===== src/rtl/itlb_refill.sv =====
// itlb_refill - hardware page-table walker for the instruction TLB.
//
// On a user-mode iTLB miss the walker reads one PTE from a linear page
// table through a single-outstanding req/ack port, then either fills the
// iTLB (tlb_write strobe) or raises a one-cycle page fault. Fetch must
// stall while walk_busy is high.
//
// Optional feature: define ITLB_REFILL_PERF_EN to add the perf_walks and
// perf_faults counters.
//
// Ports:
//   clk, reset           rising-edge clock, synchronous active-high reset
//   flush                abort any walk in progress
//   supervisor_mode      misses are accepted only in user mode (0)
//   tlb_miss             miss flag from the iTLB
//   VirtualAddress[31:0] fetch address, captured when a miss is accepted
//   ptbr[19:0]           page-table base (byte address, bits [1:0] ignored)
//   mem_req/mem_addr     PTE read request, held until mem_ack
//   mem_ack/mem_rdata    read completion; PTE bit 31 = valid, [7:0] = PPN
//   tlb_write            one-cycle iTLB fill strobe
//   reg_logic_page       VPN being filled
//   reg_physical_page    PPN being filled
//   walk_busy            walk in progress
//   exc_page_fault       one-cycle page-fault pulse
//   exc_addr[31:0]       faulting virtual address
//   perf_walks/faults    (ITLB_REFILL_PERF_EN only) wrapping event counters
//
// state  | meaning
// IDLE   | waiting for an accepted miss
// REQ    | PTE read outstanding
// WRITE  | iTLB fill strobe cycle
// FAULT  | page-fault pulse cycle
// SETTLE | one dead cycle so the iTLB re-looks-up before a new miss
// DRAIN  | flushed while reading; wait out the ack and discard the data
module itlb_refill #(
    parameter int PT_INDEX_BITS = 10
) (
    input  logic        clk,
    input  logic        reset,
    input  logic        flush,
    input  logic        supervisor_mode,
    input  logic        tlb_miss,
    input  logic [31:0] VirtualAddress,
    input  logic [19:0] ptbr,
    output logic        mem_req,
    output logic [19:0] mem_addr,
    input  logic        mem_ack,
    input  logic [31:0] mem_rdata,
    output logic        tlb_write,
    output logic [19:0] reg_logic_page,
    output logic [7:0]  reg_physical_page,
    output logic        walk_busy,
    output logic        exc_page_fault,
    output logic [31:0] exc_addr
`ifdef ITLB_REFILL_PERF_EN
    ,
    output logic [31:0] perf_walks,
    output logic [31:0] perf_faults
`endif
);

    typedef enum logic [2:0] {
        S_IDLE,
        S_REQ,
        S_WRITE,
        S_FAULT,
        S_SETTLE,
        S_DRAIN
    } state_t;

    state_t      state, state_next;
    logic [31:0] va_q;
    logic [19:0] va_vpn;
    logic [19:0] pte_off;
    logic [19:0] pte_addr;
    logic        in_range;
    logic        accept;

    assign va_vpn   = VirtualAddress[31:12];
    assign in_range = (va_vpn >> PT_INDEX_BITS) == 20'd0;
    assign pte_off  = 20'(va_vpn[PT_INDEX_BITS-1:0]) << 2;
    // 20-bit add wraps silently by design.
    assign pte_addr = {ptbr[19:2], 2'b00} + pte_off;

    logic unused_bits;
    assign unused_bits = ^{mem_rdata[30:8], ptbr[1:0]};

    always_comb begin
        state_next = state;
        accept     = 1'b0;
        case (state)
            S_IDLE: begin
                if (tlb_miss && !supervisor_mode && !flush) begin
                    accept     = 1'b1;
                    state_next = in_range ? S_REQ : S_FAULT;
                end
            end
            S_REQ: begin
                if (mem_ack) begin
                    // A flush landing on the ack cycle just discards the data.
                    if (flush)             state_next = S_IDLE;
                    else if (mem_rdata[31]) state_next = S_WRITE;
                    else                   state_next = S_FAULT;
                end else if (flush) begin
                    state_next = S_DRAIN;
                end
            end
            S_WRITE, S_FAULT: state_next = flush ? S_IDLE : S_SETTLE;
            S_SETTLE:         state_next = S_IDLE;
            S_DRAIN:          if (mem_ack) state_next = S_IDLE;
            default:          state_next = S_IDLE;
        endcase
    end

    // Outputs are registered by decoding the next state, so each one is
    // aligned with the state it describes without a combinational path.
    always_ff @(posedge clk) begin
        if (reset) begin
            state             <= S_IDLE;
            va_q              <= '0;
            mem_req           <= 1'b0;
            mem_addr          <= '0;
            tlb_write         <= 1'b0;
            reg_logic_page    <= '0;
            reg_physical_page <= '0;
            walk_busy         <= 1'b0;
            exc_page_fault    <= 1'b0;
            exc_addr          <= '0;
        end else begin
            state          <= state_next;
            mem_req        <= (state_next == S_REQ) || (state_next == S_DRAIN);
            tlb_write      <= (state_next == S_WRITE);
            exc_page_fault <= (state_next == S_FAULT);
            walk_busy      <= (state_next != S_IDLE);
            if (accept) begin
                va_q     <= VirtualAddress;
                mem_addr <= pte_addr;
            end
            if (state_next == S_WRITE) begin
                reg_logic_page    <= va_q[31:12];
                reg_physical_page <= mem_rdata[7:0];
            end
            // A range fault is taken straight from IDLE, before va_q is loaded.
            if (state_next == S_FAULT)
                exc_addr <= (state == S_IDLE) ? VirtualAddress : va_q;
        end
    end

`ifdef ITLB_REFILL_PERF_EN
    always_ff @(posedge clk) begin
        if (reset) begin
            perf_walks  <= '0;
            perf_faults <= '0;
        end else begin
            if ((state_next == S_WRITE) || (state_next == S_FAULT))
                perf_walks <= perf_walks + 32'd1;
            if (state_next == S_FAULT)
                perf_faults <= perf_faults + 32'd1;
        end
    end
`endif

endmodule


===== config.mk =====
export PLATFORM = sky130hd
export DESIGN_NAME = itlb_refill
export DESIGN_NICKNAME = d
export VERILOG_FILES = /design/src/rtl/itlb_refill.sv
export SDC_FILE = /design/constraint.sdc
export NUM_CORES = 1
export LEC_CHECK = 0
export BUFFER_PORTS_ARGS = -buffer_cell sky130_fd_sc_hd__buf_2
export CAP_MARGIN = 10
export CORE_MARGIN = 2
export CORE_UTILIZATION = 30
export CTS_BUF_LIST = sky130_fd_sc_hd__clkbuf_4 sky130_fd_sc_hd__clkbuf_8 sky130_fd_sc_hd__clkbuf_16
export CTS_CLUSTER_DIAMETER = 120
export DETAILED_ROUTE_END_ITERATION = 10
export PLACE_DENSITY = 0.62
export SETUP_SLACK_MARGIN = 0.4
export SLEW_MARGIN = 20
export SYNTH_ARGS = -nofsm -noshare
export SYNTH_HDL_FRONTEND = slang
export SYNTH_SLANG_ARGS = --single-unit

===== constraint.sdc =====
create_clock -name clk -period 3.1 [get_ports clk]
set_clock_uncertainty 0.1 [all_clocks]
set_input_delay 0.31 -clock clk [delete_from_list [all_inputs] [get_ports clk]]
set_output_delay 0.31 -clock clk [all_outputs]
set_load 0.05 [all_outputs]

# Word level (Yosys, flattened, before mapping)
# Index checks and enable logic that the tools add are counted.
[totals] register_bits=119 in_bits=90 out_inout_bits=84 word_cells=40
[op_classes] add_sub_neg=1 n_eq_ne=8 muxes=12 n_reduce_logical=9
[op_table] operator="$mux 32" count=1
[op_table] operator="$add 20x12->20" count=1
[op_table] operator="$logic_not 20->1" count=1
[op_table] operator="$mux 3" count=5
[op_table] operator="$eq 3x2->1 const B" count=4
[op_table] operator="$pmux 3 s4" count=1
[op_table] operator="$eq 3x1->1 const B" count=2
[op_table] operator="$eq 3x3->1 const B" count=2
[op_table] operator="$mux 2" count=2
[op_table] operator="$logic_not 3->1" count=1
[op_table] operator="$mux 1" count=3
[op_table] operator="$reduce_bool 3->1" count=1
[op_table] operator="$logic_and 1x1->1" count=2
[op_table] operator="$logic_not 1->1" count=2
[op_table] operator="$reduce_or 2->1" count=1
[op_table] operator="$logic_or 1x1->1" count=1

# Longest topological paths before layout
# Gate-level depths: netlist (run 1).
[depth] depth_word=7 mapped_depth=9 mapped_depth_nobuf=9

# Least setup slack after synthesis (run 1)
# No wires, ideal clock.
[synth_path] path_kind="input to register" startpoint="input VirtualAddress[18]" endpoint="register mem_addr[14]" setup_ns=0.086 arrival_ns=1.818 required_time_ns=2.914 path_slack_ns=1.096 cell_stages=7 n_path_buf=0 path_cell_list="ha_1 > a21o_1 > a21o_1 > a211oi_1 > a21oi_1 > xnor2_1 > a211oi_1"
[synth_via] elab_chain_cells=1
[synth_lines] element="start: declaration" line="43" text="input logic [31:0] VirtualAddress,"
[synth_lines] element="$add 20x12->20" line="83" text="assign pte_addr = {ptbr[19:2], 2'b00} + pte_off;"
[synth_lines] element="end signal: assignment" line="137" text="mem_addr <= pte_addr;"
[synth_lines] element="end: declaration" line="46" text="output logic [19:0] mem_addr,"
# No other way between the ends.
# A chain may end at the register's enable or synchronous reset.

# Worst setup path in the final report (run 1)
[layout_path] startpoint="register state[1]" endpoint="register exc_addr[3]"
[layout_via] elab_chain_cells=4 elab_cells_between_ends=13 classes_between="5 x eq/ne; 6 x mux; 2 x reduce/logical"
[layout_lines] element="start: declaration" line="71" text="state_t state, state_next;"
[layout_lines] element="start signal: assignment" line="130" text="state <= state_next;"
[layout_lines] element="$eq 3x2->1 / $mux 3 (equally long branches)" line="91, 104"
[layout_lines] element="$reduce_or 2->1 / $mux 3 (equally long branches)" line="91, 99"
[layout_lines] element="$pmux 3 s4" line="91" text="case (state)"
[layout_lines] element="$eq 3x2->1" line="144" text="if (state_next == S_FAULT)"
[layout_lines] element="end signal: assignment" line="145" text="exc_addr <= (state == S_IDLE) ? VirtualAddress : va_q;"
[layout_lines] element="end: declaration" line="54" text="output logic [31:0] exc_addr"
# Parallel ways exist; a longest one is shown, timed or not.

==> impl.org, run 1 <==
** Run status
- The run finished with clean final reports.

** Floorplan
- The die covers 0.01828 mm².
- Die Span X :: 135.2 µm
- For this configuration, the core starts out at a cell density of 0.3092.
- Area of the core region :: 0.01670 mm²
- Top-Level Pins :: 174
- In this run the core area contains 47 standard-cell rows.
- The floorplan step set the die height to 135.2 µm.

** Worst hold path
- Number of instances on the worst hold path :: 3
- Worst min-delay path endpoint :: reg_physical_page[7]
- The worst hold path begins at mem_rdata[7].
- The path class of the tightest hold or removal check is input pin to register.

** Detailed routing
- Via total after detailed routing :: 4,540
- Number of antenna-violating nets in the routed design :: 0
- Dividing the detail-routed wire length by the instance count gives 14.71 µm.
- Using the TritonRoute via totals, the vias-per-cell ratio works out to 4.749.
- In this run, the number of DRC markers left after iteration 0 of detailed routing was 174.
- First-pass detailed-route iteration total :: 4
- Routed Wire Length :: 14,060 µm
- Number of design rule violations left after detail routing :: 0

** Job
- Maxcap violations :: 0

** GRT
- Global-route wire length before repair :: 22,430 µm
- For this run, the total global-route usage over all layers was measured as 0.1583.
- Residual overflow from global routing :: 0
- Antenna violations before repair :: 0
- The number of global-route vias before repair came to 4,303.
- Largest net degree at the start of global routing :: 65

** Synthesis
- Gate count after technology mapping :: 588
- Share of flip-flops with an asynchronous set or reset after synthesis :: 0
- In this run, distinct cell masters in the synthesized netlist total 46.
- In the post-synthesis netlist, the biggest area contributors are dfxtp_1, nand2_1, a21oi_1.
- Of all cell types, the one taking the most synthesized area is dfxtp_1.
- For this run, the leading register cell type out of synthesis is dfxtp_1.
- The cell area that synthesis handed to floorplanning was 0.005164 mm².
- Sequential-to-total area share from yosys stat :: 0.4536
- The share of synthesized area in the top cell type comes to 0.4536.
- For this run, the number of Yosys warnings is 0.
- Post-synthesis register bit count :: 117
- Counting flops with a built-in enable in the synthesized netlist gives 0.
- Average footprint of a synthesized cell :: 8.782 µm²

** STA
- The number of max-slew violations in the final report came to 0.
- Worst Tran Pin Value :: 849.1 ps
- Slew Limit Headroom :: 0.4339
- Based on the critical path, the design can be clocked at up to 459.7 MHz.
- Min Hold Slack :: 35.67 ps
- The number of hold-slack violations in the final timing report came to 0.
- Setup repair after global routing left no endpoint under its margin.
- Setup-violating endpoint count in the final report :: 0
- Of the available clock period, the critical path in the final layout requires 0.7017.
- Post-route minimum period :: 2175 ps
- Total negative slack for setup checks :: 0 ps

** Critical path
- In this run the worst path has a maximum fanout of 64.
- The worst register-to-register path ends at exc_addr[3].
- Source of the worst register-to-register timing path :: state[1]
- Startpoint kind of the worst setup timing path :: register
- The worst setup path is of the register to register kind.
- Data required time at the worst endpoint :: 3330 ps
- The worst setup path is captured at a register.
- Flop-to-flop setup slack :: 920 ps
- Counting cells, the worst reg-to-reg path comes to 6.
- Arrival time at the worst endpoint :: 2400 ps

** CTS
- Post-CTS clock slew at the launch and capture registers of the worst setup and hold paths :: 50 ps
- H-tree levels :: 4
- TritonCTS built the clock tree.
- Cells resized by post-CTS repair :: 0
- Largest buffer count on any clock path :: 2
- Inserted Clock Buffers :: 17
- CTS placed an instance of clkbuf_16 at the clock tree root.
- Number of sinks driven by the clock tree :: 117
- After clock tree synthesis, the flow added hold-fix buffers numbering 0.
- Worst skew pair latency :: 410 ps
- Setup fix buffers added after clock tree synthesis :: 0

** Final layout
- Relative to the synthesized area, the layout overhead comes to 28.91%.
- Finished layout cell area :: 0.006656 mm²
- 0 antenna diodes ended up in the layout.
- Final #Nets :: 826
- Share of layout cells above drive strength 1 :: 0.3207

** Placed design
- The congestion estimate from routability-driven global placement came to 0.8192.
- Number of port buffers :: 146
- Summing all placed instances gives a cell area of 0.006078 mm².
- HPWL Detailed :: 9683 µm

** Power and ir drop
- Power spread over the standard cell area amounts to 614.4 mW/mm².
- Static leakage power :: 2.899 nW
- Largest voltage drop on the vdd net :: 383.1 µV
final cells by class:
type	count	area, µm²
clock buffer	21	474.2
fill	1736	10040
multi-input combinational	426	2606
inverter	5	18.77
timing repair buffer	158	835.8
clock inverter	9	103.9
tap	220	275.3
sequential	117	2342
registers in the layout (all words and copies together) (netlist names):
name,count
va_q,32
mem_req,1
mem_addr,18
state,3
walk_busy,1
reg_logic_page,20
exc_page_fault,1
tlb_write,1
exc_addr,32
reg_physical_page,8
metal layers:
layer | vias to the layer above | part of all wire | GRT usage
met5 | - | 0 | 0
met4 | 0 | 0.018 | 0.06597
met3 | 22 | 0.064 | 0.05125
met2 | 141 | 0.46 | 0.2462
met1 | 2083 | 0.46 | 0.2027
li1 | 2294 | - | -
worst max-delay path, stage by stage (launching register included):
cell and delay (ps):
dfxtp_1 380, nor3_2 250, nand3_2 130, a31oi_2 200, a21o_4 680, nor2_1 110, a211oi_2 220
through the flow:
step,setup slack [ps],util,total power [mW],std cells
after floorplan,1096,-,2.039,589
after global placement,688.3,0.3640,2.196,926
after detailed placement,712.5,0.3640,2.199,926
after CTS,877.6,0.3986,4.147,956
after global routing,704.5,0.3986,4.261,956
final,924.9,0.3986,4.089,956
worst max-delay path by stage:
stage | start | to | slack [ps] | cells past startpoint
after floorplan | VirtualAddress[18] | mem_addr[14] | 1100 | 7
after global placement | VirtualAddress[18] | mem_addr[16] | 690 | 8
after detailed placement | VirtualAddress[18] | mem_addr[14] | 710 | 8
after CTS | state[2] | exc_addr[3] | 880 | 6
after global routing | state[0] | exc_addr[2] | 700 | 5
final | state[1] | exc_addr[3] | 920 | 6
cells by family after synthesis:
group                    synth area share
multiplexers                      0.06203
XOR/XNOR                          0.02544
buffers and inverters             0.04531
flip-flops                         0.4536
AND/OR/NAND/NOR                    0.1769
AO/OA/AOI/OAI                      0.2079
other                           0.0007262
adder cells (fa/ha/maj)           0.02811
Yosys cell counts, drive strengths merged, types with 3 or more instances:
master and number:
a211oi 41, a21o 6, a21oi 76, a22o 3, and2 3, and3 5, buf 22, clkbuf 19
dfxtp 117, ha 10, inv 5, mux2i 32, nand2 140, nand3 5, nor2 52, nor2b 3
nor3 4, o21ai 6, xnor2 11, xor2 4
cells in the final DEF, fill, tap and decap left out, types with 10 or more instances in the layout:
master     instances
buf_2            145
a21oi_1           76
mux2i_1           32
buf_4             12
xnor2_1           11
a211oi_1          12
nor2_1            42
a211oi_2          29
dfxtp_1          117
nor2_2            10
clkbuf_16         17
nand2_1          140
ha_1              10
power breakdown:
group	leakage, nW	internal, mW	switching [mW]
registers	0.950	1.56	0.0298
logic	1.66	0.192	0.386
clock network	0.284	1.24	0.683
Note: power is estimated with default switching activity, not from simulation.
==> run 2: changes to the inputs <==
--- a/config.mk
+++ b/config.mk
@@ -12,7 +12,7 @@
 export CTS_BUF_LIST = sky130_fd_sc_hd__clkbuf_4 sky130_fd_sc_hd__clkbuf_8 sky130_fd_sc_hd__clkbuf_16
 export CTS_CLUSTER_DIAMETER = 120
 export DETAILED_ROUTE_END_ITERATION = 10
-export PLACE_DENSITY = 0.62
+export PLACE_DENSITY = 0.64
 export SETUP_SLACK_MARGIN = 0.4
 export SLEW_MARGIN = 20
 export SYNTH_ARGS = -nofsm -noshare
==> constraint.sdc (replaced) <==
create_clock -name clk -period 2 [get_ports clk]
set_clock_uncertainty 0.1 [all_clocks]
set_input_delay 0.2 -clock clk [delete_from_list [all_inputs] [get_ports clk]]
set_output_delay 0.2 -clock clk [all_outputs]
set_load 0.05 [all_outputs]
==> run 2 against run 1 <==
Maximum frequency is 31% higher. Wire length is 12% higher. Register-to-register slack worse by 590 ps. Worst setup slack worse by 590 ps. Sequential power is 55% higher. Via count is 7.6% higher. Global-route usage is 0.83 points higher. Cell area is 17% higher. Critical endpoint is now exc_addr[2].
==> impl.org, run 2 (synthesis gave the netlist of run 1 again) <==
** Critical path
- Data on the critical path arrives at its endpoint at 1890 ps.
- The worst setup path is captured at a register.
- Data required time at the worst endpoint :: 2230 ps
- The setup path with the least slack is of type register to register.
- Startpoint kind of the worst setup timing path :: register
- CP Max Fanout :: 15

** CTS
- After clock tree synthesis, the clock-pin slew on the worst setup and hold paths is 50 ps.
- In this run the deepest clock path goes through 2 buffers.
- Cell at the root of the clock tree :: clkbuf_16
- Clock tree synthesis found a total of 117 sinks.
- Inserted Clock Buffers :: 17
- Clock latency on the worst-skew pair, taken at its later pin, is 410 ps.
- Clock tree from TritonCTS :: built
- H-tree levels :: 4

** Final layout
- Biggest registers after layout :: exc_addr: 32 flops, va_q: 32 flops, reg_logic_page: 20 flops
- For this run, the share of the core covered by cells in the final layout is 0.4673.
- Most common cell after layout, fill and taps aside :: buf_2
- Final #Nets :: 901
- The top cell types in the final layout, fill and taps aside, are buf_2, nand2_1, dfxtp_1.
- Ant. Diodes :: 0
- Area grow syn2layout :: 51.13%
- In the final layout, the share of cells above drive strength 1 is 0.3818.
- Once layout is done, the placed cells without fillers occupy 0.007804 mm².
- Count of placed standard cells in the final layout, fillers left out :: 1,032

** Detailed routing
- In this run, the number of DRC markers left after iteration 0 of detailed routing was 203.
- After detailed routing, the average wire length per cell comes to 15.26 µm.
- Vias per std cell :: 4.733
- Routed Wire Length :: 15,750 µm
- In the routed design, unresolved DRC markers number 0.
- Via total after detailed routing :: 4,884
- First-pass detailed-route iteration total :: 4
- Number of antenna-violating nets in the routed design :: 0

** Worst hold path
- Hold Crit Class :: input pin to register

** STA
- For the finished layout, the period the worst path requires is 1666 ps.
- Setup repair after global routing could not meet its margin everywhere.
- Worst Tran Pin Value :: 513.5 ps
- The number of max-slew violations in the final report is 0.
- Headroom to the max-slew limit came out at 0.6576.
- Setup-violating endpoint count in the final report :: 0
- Maximum clock frequency :: 600.4 MHz
- Ratio of final minimum period to clock period :: 0.8328
- The number of hold-slack violations in the final timing report is 0.
- Min Hold Slack :: 13.22 ps

** Power and ir drop
- After layout, the design draws a total of 6.866 mW.
- Largest voltage drop on the vdd net :: 556.8 µV
- Internal power :: 5.080 mW
- Of the total power, registers draw 0.359.
- Fraction of power spent switching nets :: 0.2601
- Summed over all nets, the switching power comes to 1.786 mW.
- Combinational fraction of design power :: 0.166
- Power spread over the standard cell area amounts to 879.8 mW/mm².
- In this run the static leakage power is 3.360 nW.
- Clock share of power :: 0.475

** GRT
- Vias in the first global route :: 4,618
- Entering global routing, the biggest net connects 42 pins.
- Global-route wire length before repair :: 23,760 µm
- For this run, the total global-route usage over all layers was measured as 0.1666.
- For this run the aggregate overflow at the end of global routing stands at 0.
- Antenna violations before repair :: 0

** Placed design
- After detailed placement, the total cell area comes to 0.006300 mm².
- Number of port buffers :: 146
- The number of placed instances, taps included, is 943.
- HPWL Detailed :: 9605 µm
- Routability-driven placement finished with a final weighted congestion of 0.8683.

** Floorplan
- Initial standard-cell utilization of the core :: 0.3092
- The floorplan step defined a die boundary enclosing 0.01828 mm².
- During I/O placement, the number of pins put on the boundary was 174.
- Die H :: 135.2 µm
- The floorplan step set the die width to 135.2 µm.
- After floorplanning, the core was divided into 47 placement rows.
- Area of the core region :: 0.01670 mm²

** Run status
- Outcome :: finished clean

** Job
- The tool flagged a number of max-cap violations equal to 0.
-- run 2: worst max-delay path: stages, from the launching register on --
cell      delay [ps]
dfxtp_4          360
nor3_4           200
nand3_2          130
a31oi_4          180
a21o_4           190
buf_12           170
nor2_1            50
a211oi_2         200
-- run 2: stage by stage --
step | TNS [ps] | worst slack, ps
finish | 0 | 334.4
global route | 0 | 251.2
CTS | 0 | 333.6
detailed placement | -250.9 | -56.44
global placement | -33.11 | -18.12
floorplan | 0 | 230.1
-- run 2: path summary, 6_finish.rpt --
path,from,endpoint,slack (ps),depth (start not counted)
max,state[1],exc_addr[2],330,7
min,ptbr[15],mem_addr[15],10,3
max reg2reg,state[1],exc_addr[2],330,7
min reg2reg,reg_logic_page[8],reg_logic_page[8],350,2
-- run 2: cell type report --
type | instances | area [µm²]
multi-input combinational | 426 | 2816
tap | 220 | 275.3
fill | 1618 | 8897
clock buffer | 22 | 481.7
clock inverter | 9 | 150.1
timing repair buffer | 233 | 1708
sequential | 117 | 2354
inverter | 5 | 18.77
-- run 2: what timing repair did --
item                                   in CTS  in global routing
setup endpoints to repair                 107                 95
cloned                                      4                  2
gates resized for setup                    17                 31
setup buffers                               6                  8
hold buffers                               38                  0
pin swaps                                   3                 18
endpoints found under the hold margin      38                  0
-- run 2: power by group through the flow --
stage / sequential, mW / clock [mW] / combinational, mW
after floorplan: 2.71 / 0 / 0.464
after global placement: 2.51 / 0 / 0.945
after detailed placement: 2.51 / 0 / 0.948
after CTS: 2.46 / 3.33 / 1.06
after global routing: 2.47 / 3.45 / 1.22
final: 2.46 / 3.26 / 1.14
-- run 2: per-layer routing --
metal | wire length (µm) | GRT usage
met4 | 179 | 0.05266
met1 | 7221 | 0.2082
met2 | 7513 | 0.2741
met3 | 839 | 0.05312
met5 | 0 | 0
